===== config.mk =====
export PLATFORM = sky130hd
export DESIGN_NAME = seg_controller_int
export DESIGN_NICKNAME = d
export VERILOG_FILES = /design/src/rtl/seg_controller_int.sv
export SDC_FILE = /design/constraint.sdc
export NUM_CORES = 1
export LEC_CHECK = 0
export CAP_MARGIN = 40
export CORE_MARGIN = 8
export CORE_UTILIZATION = 46
export CTS_BUF_LIST = sky130_fd_sc_hd__clkbuf_4 sky130_fd_sc_hd__clkbuf_8
export DETAILED_ROUTE_END_ITERATION = 10
export PLACE_DENSITY = 0.85
export SKIP_CTS_REPAIR_TIMING = 1
export SYNTH_ARGS = -nofsm -noshare
export SYNTH_HDL_FRONTEND = slang
export SYNTH_SLANG_ARGS = --single-unit

===== constraint.sdc =====
create_clock -name Clk -period 2 [get_ports Clk]
set_input_delay 0.2 -clock Clk [delete_from_list [all_inputs] [get_ports Clk]]
set_output_delay 0.2 -clock Clk [all_outputs]
set_load 0.1 [all_outputs]

===== src/rtl/seg_controller_int.sv =====
// Eight-digit multiplexed seven-segment driver: scans one hex nibble per slot
// and drives active-low anodes and cathodes from registered outputs.
module seg_controller_int #(
   parameter int unsigned SCAN_DIV = 100000
) (
   input  logic        Clk,
   input  logic        Reset,
   input  logic [31:0] Seg_Display,
   output logic [7:0]  AN,
   output logic [6:0]  Digits_Bits
);

   localparam int unsigned CNT_W = (SCAN_DIV > 1) ? $clog2(SCAN_DIV) : 1;
   localparam logic [CNT_W-1:0] CNT_LAST = CNT_W'(SCAN_DIV - 1);

   logic [CNT_W-1:0] div_cnt_r;
   logic [2:0]       idx_r;
   logic             slot_end_s;
   logic [3:0]       nibble_s;

   function automatic logic [6:0] hex_to_seg(input logic [3:0] nib);
      logic [6:0] seg;
      case (nib)
         4'h0:    seg = 7'h40;
         4'h1:    seg = 7'h79;
         4'h2:    seg = 7'h24;
         4'h3:    seg = 7'h30;
         4'h4:    seg = 7'h19;
         4'h5:    seg = 7'h12;
         4'h6:    seg = 7'h02;
         4'h7:    seg = 7'h78;
         4'h8:    seg = 7'h00;
         4'h9:    seg = 7'h10;
         4'hA:    seg = 7'h08;
         4'hB:    seg = 7'h03;
         4'hC:    seg = 7'h46;
         4'hD:    seg = 7'h21;
         4'hE:    seg = 7'h06;
         4'hF:    seg = 7'h0E;
         default: seg = 7'h7F;
      endcase
      return seg;
   endfunction

   // Slot-end detect and live selection of the current digit's nibble.
   always_comb begin
      slot_end_s = (div_cnt_r == CNT_LAST);
      nibble_s   = Seg_Display[{idx_r, 2'b00} +: 4];
   end

   // Slot divider, digit index and registered display outputs.
   always_ff @(posedge Clk or posedge Reset) begin
      if (Reset) begin
         div_cnt_r   <= '0;
         idx_r       <= 3'd0;
         AN          <= 8'hFF;
         Digits_Bits <= 7'h7F;
      end else begin
         if (slot_end_s) begin
            div_cnt_r <= '0;
            idx_r     <= idx_r + 3'd1;
         end else begin
            div_cnt_r <= div_cnt_r + CNT_W'(1);
            idx_r     <= idx_r;
         end
         // Outputs follow the index held before this edge's update.
         AN          <= ~(8'b0000_0001 << idx_r);
         Digits_Bits <= hex_to_seg(nibble_s);
      end
   end

endmodule


### Yosys cells after proc, flatten, opt, wreduce, memory -nomap -nowiden

Memories as Yosys holds them, arrays and structs flattened. A register that Yosys moved wholly into a read port is not among the register bits.
Index checks and enable logic that the tools add are counted.

* equal/unequal tests: 1
* $lt $le $gt $ge: 0
* reduce and logical (&&, ||, !) cells: 0
* shift-type cells: 2
* div/mod/pow operators: 0
* bitwise logic cells: 1
* add/subtract/negate cells: 2
* mux-type cells: 1
* multiply operators: 0

Operators with widths (number)
* indexed part select 32 x 6 -> 4 bit: 1
* adder 17 x 1 -> 17 bit, second input constant: 1
* equality test 17 bit, second input constant: 1
* two-way mux 17 bit: 1
* inverter 8 bit: 1
* << shifter 1 x 3 -> 8 bit, first input constant: 1
* adder 3 x 1 -> 3 bit, second input constant: 1

* flip-flop bits (word level): 28
* RAM bits: 0
* output and inout port bits: 15
* latch bits: 0
* word-level logic and storage cells: 11
* bits in read-only memories: 112
* memories: 1

Memories
* (name not given): words 16, width 7, rd ports 1, clocked after memory_dff 1, write ports 0, RTL line 23 `case (nib)`

### Logic depth before layout (Yosys ltp)

* word-level depth: 2
* depth in mapped cells: 8

### Least setup slack after synthesis

OpenSTA, ideal clock, no wires.

* path kind: flip-flop to flip-flop
* start point: register idx_r[0]
* end point: register Digits_Bits[0]
* stages on the path, launching flop included: 8
* slack: -204 ps
* path buffers: 1
* setup time: 82 ps
* required time: 1918 ps
* arrival time: 2123 ps
* path through: dfrtp_1 > buf_6 > mux4_1 > mux2i_1 > inv_1 > ha_1 > and3_1 > a211o_1

* cells in the longest elaborated chain, start to end: 1

RTL lines
* start: declaration: RTL line 17 `logic [2:0] idx_r;`
* start signal: assignment: RTL line 61 `idx_r <= idx_r + 3'd1;`
* start signal: assignment: RTL line 64 `idx_r <= idx_r;`
* indexed part select 32 x 6 -> 4 bit: RTL line 48 `nibble_s = Seg_Display[{idx_r, 2'b00} +: 4];`
* end: declaration: RTL line 10 `output logic [6:0] Digits_Bits`

No other way between the ends.
A chain may end at the register's enable or synchronous reset.

### Worst setup path in the final report

* start point: register idx_r[0]
* end point: register Digits_Bits[3]

Same word-level chain as after synthesis.

==> flow_summary.toml <==
[status]
status = "finished, violations left"
failed_checks = "setup timing"

[yosys]
synth_warnings = 0
synth_nets = 206
synth.distinct_cells = 39
yosys.area.top_type_share_pct = 25.6
synthArstFlopShare_pct = 100
syn_area_um2 = 1960
synth_flop_cell = "dfrtp_1"
avgSynthCellArea_um2 = 12.3
synth-seq-cells = 35
yosys-top-cells-area = "dfrtp_1 26%, dfstp_2 20%, ha_1 8.3%, mux4_1 5.4%, xnor2_1 4.9%"
synth_top_area_cell = "dfrtp_1"
yosysSeqAreaShare_pct = 45.7
synth-edff-count = 0
synthCells = 159

[die]
die_h_um = 81.2
start_util_pct = 48.3
fp.dieArea_um2 = 6600
core_um2 = 4060
rows = 23
io_pins = 49
die_x_um = 81.2

[route]
wl_per_cell_um = 16.7
routed_via_density = 5.06
firstDrtPassIters = 4
wirelength_um = 4620
antenna_left = 0
vias = 1401
drt_first_iter_violations = 120
drc = 0

[timing]
finalCriticalPeriod_ns = 2.05
fin_ws_ns = -0.0510
worst_pin_slew_ns = 0.422
slew_violations = 0
rsz0062_at_grt = "true"
finalCritPeriodShare_pct = 103
fmax_mhz = 488
setup_tns_ns = -0.0711
setup_violations = 3
clock-skew-final_ns = 0.00457
slew_headroom_pct = 71.9
finalHoldViolations = 0

[global_routing]
grt_max_degree = 36
grt_util_all_layers_pct = 14.3
grt_pass1_vias = 1554
grt.overflow.total = 0
grt_pass1_wl_um = 7290
antenna_found_initial = 0

[place]
port_buffers = 48
dp_hpwl_um = 3560
placed_area_um2 = 2560
place_congestion = 0.771
post-place-ws_ns = -0.0732
place_inst = 266

[critical_path]
r2r_end = "Digits_Bits[3]"
crit_path_end_kind = "register"
reg2reg_depth = 7
cp_max_fo = 5
rrSetupSlack_ns = -0.05
worstPathRequired_ns = 2.20
timing.rr.start = "idx_r[0]"
crit_arrival_ns = 2.25
crit_type = "reg -> reg"
crit_path_start_kind = "register"

[cts]
cts_tree = "done"
clkTransAtPathRegs_ns = 0.07
insertion_delay_ns = 0.28
clk_path_buf_depth = 2
cts_root_buf = "clkbuf_8"
cts_max_level = 2
clock-sinks = 35
cts_buffers = 5

[finish]
fin_nets = 273
area.growth.synth_to_final_pct = 40.9
seq_area_um2 = 896
multiInputGateArea_um2 = 1050
stdcell_area_um2 = 2760
drive_gt1_share_pct = 37.4
n_antenna_cell = 0
layout.cells.non_filler = 277
fillerInstances = 295

[power_and_ir_drop]
p_total_w = 0.00159
peakVddDrop_v = 0.000284
power-per-cell-area_nw_per_um2 = 577
power.leakage_nw = 1.18

[flow_run]
maxCapViolCount = 0

[worst_hold_path]
min_path_type = "in -> async"
## state kept, by name, summed over array words and instances (netlist names)
register and cells:
div_cnt_r 17, AN 8, Digits_Bits 7, idx_r 3
## final cells by class
cell class | count | share of cell area (%)
clock buffer | 7 | 3.49
clock inverter | 1 | 0.272
inverter | 11 | 1.50
multi-input combinational | 108 | 38.0
sequential | 35 | 32.5
tap | 50 | 2.27
timing repair buffer | 65 | 22.0
## where the power goes
| group | leakage (nW) | internal [W] | switching [W] |
|---|---|---|---|
| logic | 0.707 | 0.000126 | 0.000166 |
| clock network | 0.0505 | 0.000313 | 0.000253 |
| registers | 0.420 | 0.000729 | 0.00000367 |
| total | 1.18 | 0.00117 | 0.000422 |
## cell usage after synthesis (4+ instances only)
master,number
dfrtp_1,20
dfstp_2,15
ha_1,13
nand2_1,12
xnor2_1,11
inv_1,10
mux2i_1,8
nor2_1,8
nand3_1,7
and4_1,4
mux4_1,4
mux4_2,4
xor2_1,4
## worst max-delay path by stage
stage	start	to	slack [ns]	cells after the start
after detailed placement	Seg_Display[25]	Digits_Bits[3]	-0.07	7
after global placement	Seg_Display[29]	Digits_Bits[3]	-0.04	7
after CTS	idx_r[0]	Digits_Bits[3]	-0.03	7
final	idx_r[0]	Digits_Bits[3]	-0.05	7
after global routing	idx_r[0]	Digits_Bits[1]	-0.15	7
after floorplan	idx_r[0]	Digits_Bits[4]	0.02	7
## stage by stage
stage                     utilization (%)  hold slack [ns]
after floorplan                         -            0.343
after CTS                            65.8            0.330
after global placement               63.2            0.463
final                                68.0            0.317
after global routing                 68.0            0.353
after detailed placement             63.2            0.478
## placed cells by master (no fill, tap or decap), types with 2 or more instances in the layout
master,synthesis,layout
dfrtp_1,20,19
nor2_1,8,8
mux2i_1,8,6
clkdlybuf4s50_1,0,33
inv_1,10,7
and3_1,3,3
mux2_2,3,3
and4_1,4,4
inv_2,1,4
nand3_1,7,7
ha_2,0,2
buf_4,2,28
ha_4,0,2
mux4_2,4,8
dfstp_2,15,15
and2_1,2,2
buf_6,1,2
clkbuf_8,0,7
or3_1,3,3
xnor2_1,11,11
ha_1,13,9
nand2_1,12,12
mux2i_4,2,4
xor2_1,4,4
nand4_1,2,2
a21oi_1,2,2
## cell families (layout without fill, tap and decap cells)
kind of cell,count (synthesis),in the layout,share of synthesized area (%)
AND/OR/NAND/NOR,48,48,13.1
flip-flops,35,35,45.7
multiplexers,22,22,18.8
buffers and inverters,16,84,3.90
XOR/XNOR,15,15,6.71
adder cells (fa/ha/maj),13,13,8.31
AO/OA/AOI/OAI,10,10,3.45
## layer usage
metal	vias to the layer above	share of wire (%)	track usage [%]
met5	-	0	0
met4	0	1.8	4.11
met3	8	3.3	4.86
met2	31	52	23.9
met1	671	42	17.0
li1	691	-	-
## critical path: stages (launching register included)
cell and delay [ns]:
dfrtp_2 0.42, buf_12 0.14, mux4_2 0.52, mux2i_4 0.21, buf_4 0.17, ha_2 0.23, mux2i_1 0.10, mux2i_1 0.18
Note: power is estimated with default switching activity, not from simulation.
